`config.mk`:
```
export PLATFORM = sky130hd
export DESIGN_NAME = alu_arb
export DESIGN_NICKNAME = d
export VERILOG_FILES = /design/src/rtl/alu_arb.sv
export SDC_FILE = /design/constraint.sdc
export NUM_CORES = 1
export LEC_CHECK = 0
export ABC_CLOCK_PERIOD_IN_PS = 2100
export CORE_UTILIZATION = 45
export DETAILED_ROUTE_END_ITERATION = 12
export MAX_ROUTING_LAYER = met4
export PLACE_DENSITY = 0.76
export RECOVER_POWER = 50
export SYNTH_ARGS = -nofsm -noshare
export SYNTH_HDL_FRONTEND = slang
export SYNTH_SLANG_ARGS = --single-unit
export TNS_END_PERCENT = 100
```
`constraint.sdc`:
```
create_clock -name clk -period 2.1 [get_ports clk]
set_clock_uncertainty 0.15 [all_clocks]
set_input_delay 0.21 -clock clk [delete_from_list [all_inputs] [get_ports clk]]
set_output_delay 0.21 -clock clk [all_outputs]
set_load 0.01 [all_outputs]
```
`src/rtl/alu_arb.sv`:
```
// Two-requester round-robin front end for a small registered ALU.
// One operation in flight: IDLE accepts, EXEC computes, RESP holds the result.
module alu_arb #(
    parameter int LEN = 4
) (
    input  logic           clk,
    input  logic           rst_n,
    input  logic           req0_valid,
    output logic           req0_ready,
    input  logic [LEN-1:0] req0_a,
    input  logic [LEN-1:0] req0_b,
    input  logic [2:0]     req0_func,
    input  logic           req1_valid,
    output logic           req1_ready,
    input  logic [LEN-1:0] req1_a,
    input  logic [LEN-1:0] req1_b,
    input  logic [2:0]     req1_func,
    output logic           rsp_valid,
    input  logic           rsp_ready,
    output logic           rsp_id,
    output logic [LEN-1:0] rsp_out,
    output logic           rsp_overflow,
    output logic           rsp_carry,
    output logic           busy
);

    typedef enum logic [1:0] {
        IDLE = 2'd0,
        EXEC = 2'd1,
        RESP = 2'd2
    } state_t;

    state_t         state;
    logic           last_grant;
    logic           grant;
    logic [LEN-1:0] op_a;
    logic [LEN-1:0] op_b;
    logic [2:0]     op_func;
    logic           op_id;

    logic [LEN-1:0] b_x;
    logic [LEN:0]   sum;
    logic           sum_ovf;
    logic [LEN:0]   diff;
    logic           diff_ovf;
    logic           less;
    logic [LEN-1:0] alu_out;
    logic           alu_ovf;
    logic           alu_carry;

    // Tie goes to whoever did not win last; a lone valid requester always wins.
    always_comb begin
        if (req0_valid && req1_valid) grant = ~last_grant;
        else                          grant = req1_valid;
    end

    // Handshakes: a transfer happens on a rising edge where valid and ready are
    // both high. Requester readies are only offered in IDLE and never in reset;
    // the response side holds rsp_* stable until rsp_ready is seen.
    assign req0_ready = rst_n && (state == IDLE) && req0_valid && !grant;
    assign req1_ready = rst_n && (state == IDLE) && req1_valid && grant;
    assign busy       = (state != IDLE);

    always_comb begin
        b_x      = op_b ^ {LEN{op_func[0]}};
        sum      = {1'b0, op_a} + {1'b0, b_x} + {{LEN{1'b0}}, op_func[0]};
        sum_ovf  = (op_a[LEN-1] == b_x[LEN-1]) && (sum[LEN-1] != op_a[LEN-1]);
        // Signed compare from the subtract path so it stays correct across overflow.
        diff     = {1'b0, op_a} + {1'b0, ~op_b} + {{LEN{1'b0}}, 1'b1};
        diff_ovf = (op_a[LEN-1] != op_b[LEN-1]) && (diff[LEN-1] != op_a[LEN-1]);
        less     = diff[LEN-1] ^ diff_ovf;

        alu_out   = '0;
        alu_ovf   = 1'b0;
        alu_carry = 1'b0;
        case (op_func)
            3'b000, 3'b001: begin
                alu_out   = sum[LEN-1:0];
                alu_ovf   = sum_ovf;
                alu_carry = sum[LEN];
            end
            3'b010:  alu_out = ~op_a;
            3'b011:  alu_out = op_a & op_b;
            3'b100:  alu_out = op_a | op_b;
            3'b101:  alu_out = op_a ^ op_b;
            3'b110:  alu_out = {{(LEN-1){1'b0}}, less};
            default: alu_out = {{(LEN-1){1'b0}}, (op_a == op_b)};
        endcase
    end

    always_ff @(posedge clk or negedge rst_n) begin
        if (!rst_n) begin
            state        <= IDLE;
            last_grant   <= 1'b1;
            op_a         <= '0;
            op_b         <= '0;
            op_func      <= '0;
            op_id        <= 1'b0;
            rsp_valid    <= 1'b0;
            rsp_id       <= 1'b0;
            rsp_out      <= '0;
            rsp_overflow <= 1'b0;
            rsp_carry    <= 1'b0;
        end else begin
            case (state)
                IDLE: begin
                    if (req0_ready || req1_ready) begin
                        op_a       <= grant ? req1_a    : req0_a;
                        op_b       <= grant ? req1_b    : req0_b;
                        op_func    <= grant ? req1_func : req0_func;
                        op_id      <= grant;
                        last_grant <= grant;
                        state      <= EXEC;
                    end
                end
                EXEC: begin
                    rsp_out      <= alu_out;
                    rsp_overflow <= alu_ovf;
                    rsp_carry    <= alu_carry;
                    rsp_id       <= op_id;
                    rsp_valid    <= 1'b1;
                    state        <= RESP;
                end
                RESP: begin
                    if (rsp_ready) begin
                        rsp_valid <= 1'b0;
                        state     <= IDLE;
                    end
                end
                default: state <= IDLE;
            endcase
        end
    end

endmodule

```
=== Word-level counts from Yosys, hierarchy flattened ===
Index checks and enable logic that the tools add are counted.

* Register bits after elaboration: 23
* Input bits: 27

* Add/sub/neg operators: 4
* Equal/unequal tests: 15
* Multiplexer cells: 12
* Bitwise operators: 8
* Reduce and logical (&&, ||, !) cells: 18

{| class="wikitable"
|+ Operator list
! operator !! number
|-
| 4-bit one-hot mux with 6 select lines || 1
|-
| 3-bit equality test (second input constant) || 3
|-
| 1-bit logical AND || 8
|-
| 4-bit two-way mux || 2
|-
| 4-bit NOT || 2
|-
| 4-bit bitwise XOR || 2
|-
| 3-bit by 2-bit equality test with 1-bit output (second input constant) || 2
|-
| 2-bit one-hot mux with 3 select lines || 1
|-
| 2-bit AND reduction || 3
|-
| 4-bit by 4-bit adder with 5-bit output || 1
|-
| 5-bit by 1-bit adder with 5-bit output || 1
|-
| 4-bit by 1-bit adder with 4-bit output (second input constant) || 1
|-
| 4-bit adder || 1
|-
| 4-bit bitwise AND || 1
|-
| 4-bit equality test || 1
|-
| 1-bit two-way mux || 4
|-
| 2-bit two-way mux || 2
|-
| 4-bit OR || 1
|-
| 2-bit nonzero test || 2
|-
| 3-bit by 1-bit equality test with 1-bit output (second input constant) || 1
|-
| 3-bit zero test || 1
|-
| 3-bit two-way mux || 1
|-
| 1-bit inequality test || 3
|-
| 2-bit by 1-bit equality test with 1-bit output (second input constant) || 1
|-
| other kinds (11) || 11
|}

=== Depth between registers and ports, before layout ===
* Word-level depth: 7
* Depth in mapped cells: 10
* Depth with buffers taken out: 10

=== Worst setup path after synthesis ===
OpenSTA, ideal clock, no wires.

* Kind: flip-flop to flip-flop
* Start point: register op_a[1]
* End point: register rsp_out[0]
* Data arrival time: 1.888 ns
* Slack: -0.011 ns
* Stages on the path, launching flop included: 11
* Path buffers: 0
* Period minus slack after synthesis: 2.111 ns
* Cell sequence: dfrtp_1 > inv_1 > ha_1 > nor2_1 > nor2_1 > nor2_1 > nor2_1 > fa_1 > mux2i_1 > mux4_2 > a21oi_2

* Word-level cells in the longest chain between the ends: 6
* Elaborated cells on any way between the ends: 7

{| class="wikitable"
|+ Ends and longest elaborated chain
! what !! line !! source
|-
| start: declaration || 36 || <nowiki>logic [LEN-1:0] op_a;</nowiki>
|-
| start signal: assignment || 108 || <nowiki>op_a <= grant ? req1_a : req0_a;</nowiki>
|-
| 4-bit adder || 69 || <nowiki>diff = {1'b0, op_a} + {1'b0, ~op_b} + {{LEN{1'b0}}, 1'b1};</nowiki>
|-
| 4-bit by 1-bit adder with 4-bit output || 69 ||
|-
| 1-bit inequality test || 70 || <nowiki>diff_ovf = (op_a[LEN-1] != op_b[LEN-1]) && (diff[LEN-1] != op_a[LEN-1]);</nowiki>
|-
| 1-bit logical AND || 70 ||
|-
| 1-bit bitwise XOR || 71 || <nowiki>less = diff[LEN-1] ^ diff_ovf;</nowiki>
|-
| 4-bit one-hot mux with 6 select lines * || 76 || <nowiki>case (op_func)</nowiki>
|-
| end signal: assignment || 117 || <nowiki>rsp_out <= alu_out;</nowiki>
|-
| end: declaration || 21 || <nowiki>output logic [LEN-1:0] rsp_out,</nowiki>
|}

Mark *: on every way between the ends. The rest lies on a longest branch, timed or not.
A chain may end at the register's enable or synchronous reset.

=== Worst setup path after layout ===
Same ends and word-level chain as after synthesis.

==> impl_results.md <==
- Final count of hold timing violations: 0
- Required time worst endpoint: about 2200 ps
- Leak: 1.04 nW
- Via Count: between 1000 and 1500
- Most common cell after layout, fill and taps aside: clkdlybuf4s50_1
- First-pass GRT wire length: 5750 um
- Area of the mapped netlist: 0.00158 mm^2
- Synth cell types: 38
- Pre-CTS setup slack: -80.8 ps
- Clock Sinks: 23
- Max-slew violations: 0
- Max H-tree Level: 1
- Max layer used: met4
- CTS Hold Bufs: 0
- Pwr/cell area: approximately 1400 mW/mm^2
- Worst slew pin tran: 1290 ps
- Min cycle time layout: roughly 2100 ps
- Floorplan die height: approximately 61 um
- Initial antenna violation count: 0
- Clock latency on the worst-skew pair: 330 ps
- Diode count: 0
- HPWL after DPL: ~2800 um
- WL final: roughly 3600 um
- Avg Cell Area, Syn: a little over 9 um^2
- Failing checks: negative setup slack
- CP max stage cell: mux4_2
- Crit end category: flip-flop
- Core area: about 0.0033 mm^2
- Gpl congestion: roughly 0.84
- CP max FO: 3
- FP Rows: 21
- Fin crit share: 1.02
- Root Buffer: clkbuf_4
- Synth Net Count: between 200 and 250
- R2r setup slk: -30 ps
- CP max stage delay: ~480 ps
- Wire length per cell: 13.3 um
- Grt ovf: 0
- Status: finished, violations left
- Most frequent cells in the layout: clkdlybuf4s50_1, nor2_1, buf_4
- Final Net Count: 270
- Initial Util: 0.472
- Register bit count reported by yosys: 23
- Die X: 61.2 um
- Layout area overhead: 40.4%
- WS Path Type: reg2reg
- Setup WS post-layout: -34.0 ps
- CTS tree: yes
- First-iteration detailed-routing DRC count: 43
- Met2 Wirelength: 1790 um
- Pre-antenna DRT Iters: 4
- Final setup violation count: 1
- Vias/cell: slightly below 5
- Register area share after synthesis: 0.366
- Clock buffer depth: 2
- Layout cells sized above 1: 0.173
- Peak VDD IR: between 0.5 and 0.6 mV
- Clock Pin Slew Worst Setup and Hold Paths: about 140 ps
- Worst min path class: in2reg
- Critical Path Most Common Cell: nor2_1
- RSZ-0062 raised after global routing: true
- Cells along the critical path: buf_4 > ha_1 > nor2_1 > nor2_1 > nor2_1 > fa_2 > mux2i_1 > mux4_2 > a21oi_2
- Total Power: between 3 and 4 mW
- Rel. slew slack: 0.139
- Number of global-route vias before repair: approximately 1300
- DRC violations left: 0
- CP startpoint kind: flip-flop
- Die area: 0.00374 mm^2
- Io pins: 38
- Synthesis Warnings: 0
- Synth Instances: 169
- GRT Total Usage: 0.220
- TritonCTS Buffers: 3
- Critical path arrival: between 2000 and 2500 ps
- Layout fillers: 300
- Max Cap Violations: 0
- Total negative slack: -34.0 ps
- Met3 WL post-DR: about 110 um
- # port buffers: 37
- Largest net degree at the start of global routing: 24
- Max Freq: 469 MHz
- Routed Antenna Nets: 0
- M1 WL: 1680 um
==> synthesized netlist by cell type, drive strengths merged <==
cell	number	area, um^2
nor2	24	90.1
dfrtp	22	551
a21oi	20	104
ha	14	175
mux2i	14	140
inv	12	45.0
nand2	8	30.0
nand2b	8	50.1
buf	6	40.0
o21ai	5	25.0
xor2	4	35.0
a21o	3	22.5
clkbuf	3	11.3
xnor2	3	26.3
a31oi	2	12.5
fa	2	40.0
nor4	2	18.8
a21boi	1	7.51
a22o	1	8.76
a2bb2oi	1	8.76
and2	1	6.26
dfstp	1	26.3
mux4	1	22.5
nand3	1	5.00
nand4b	1	8.76
nor2b	1	6.26
nor3	1	5.00
nor3b	1	7.51
o211a	1	10.0
o22a	1	8.76
o22ai	1	6.26
o41ai	1	8.76
or2	1	6.26
or3	1	6.26
==> registers in the layout (all words and copies together) (netlist names) <==
name	count
last_grant	1
op_a	4
op_b	4
op_func	3
op_id	1
rsp_carry	1
rsp_id	1
rsp_out	4
rsp_overflow	1
rsp_valid	1
state	2
==> layout make-up <==
cell class	instances	area (um^2)	share of cell area
Multi-Input combinational cell	125	937	0.424
Clock inverter	1	7.51	0.00339
Clock buffer	3	22.5	0.0102
Inverter	12	45.0	0.0204
Tap cell	46	57.6	0.0260
Sequential cell	23	579	0.262
Timing Repair Buffer	62	563	0.255
==> per-layer routing <==
metal,track usage,vias up
met3,0.0315,5
met5,-,-
li1,-,683
met4,0.0584,0
met1,0.276,620
met2,0.371,31
==> what timing repair did <==
item	CTS	global route
setup endpoints to repair	3	5
resized for setup	7	5
pin swaps	1	0
setup buffers	5	2
==> where the power goes <==
part           internal (mW)  total, mW  switching, mW  leakage (nW)
logic                   1.06       1.98          0.924         0.760
clock network         0.0730      0.226          0.152        0.0139
registers              0.636      0.822          0.186         0.266
total                   1.77       3.03           1.26          1.04
==> metrics by stage <==
stage / instances / hold slack (ps) / utilization / instance area (um^2)
global route: 272 / 334 / 0.663 / 2210
CTS: 270 / 113 / 0.657 / 2190
detailed placement: 261 / 320 / 0.633 / 2110
finish: 272 / 340 / 0.663 / 2210
global placement: 261 / 308 / 0.633 / 2110
floorplan: 169 / -236 / - / 1590
==> critical path: cells and delay by family, from the launching register on <==
| family | cells | cell delay [ps] |
|---|---|---|
| multiplexers | 2 | 540 |
| flip-flops | 1 | 430 |
| adder cells (fa/ha/maj) | 2 | 400 |
| AND/OR/NAND/NOR | 3 | 280 |
| buffers and inverters | 1 | 150 |
| AO/OA/AOI/OAI | 1 | 140 |
==> cell families after synthesis <==
kind of cell	after synthesis	synth area share
buffers and inverters	21	0.0612
adders and majority gates	16	0.137
muxes	15	0.103
DFF	23	0.366
AOI/OAI and AO/OA	37	0.141
xor gates and xnor gates	7	0.0389
and+or+nand+nor	50	0.153
==> worst paths after layout <==
path                           start         end  cells past startpoint
setup / recovery             op_a[1]  rsp_out[0]                      9
hold / removal             req0_a[0]     op_a[0]                      3
setup reg to reg             op_a[1]  rsp_out[0]                      9
hold reg to reg               rsp_id      rsp_id                      2
max in group asynchronous      rst_n  op_func[0]                      2
min in group asynchronous      rst_n      rsp_id                      2
(Power assumes the default switching activity.)
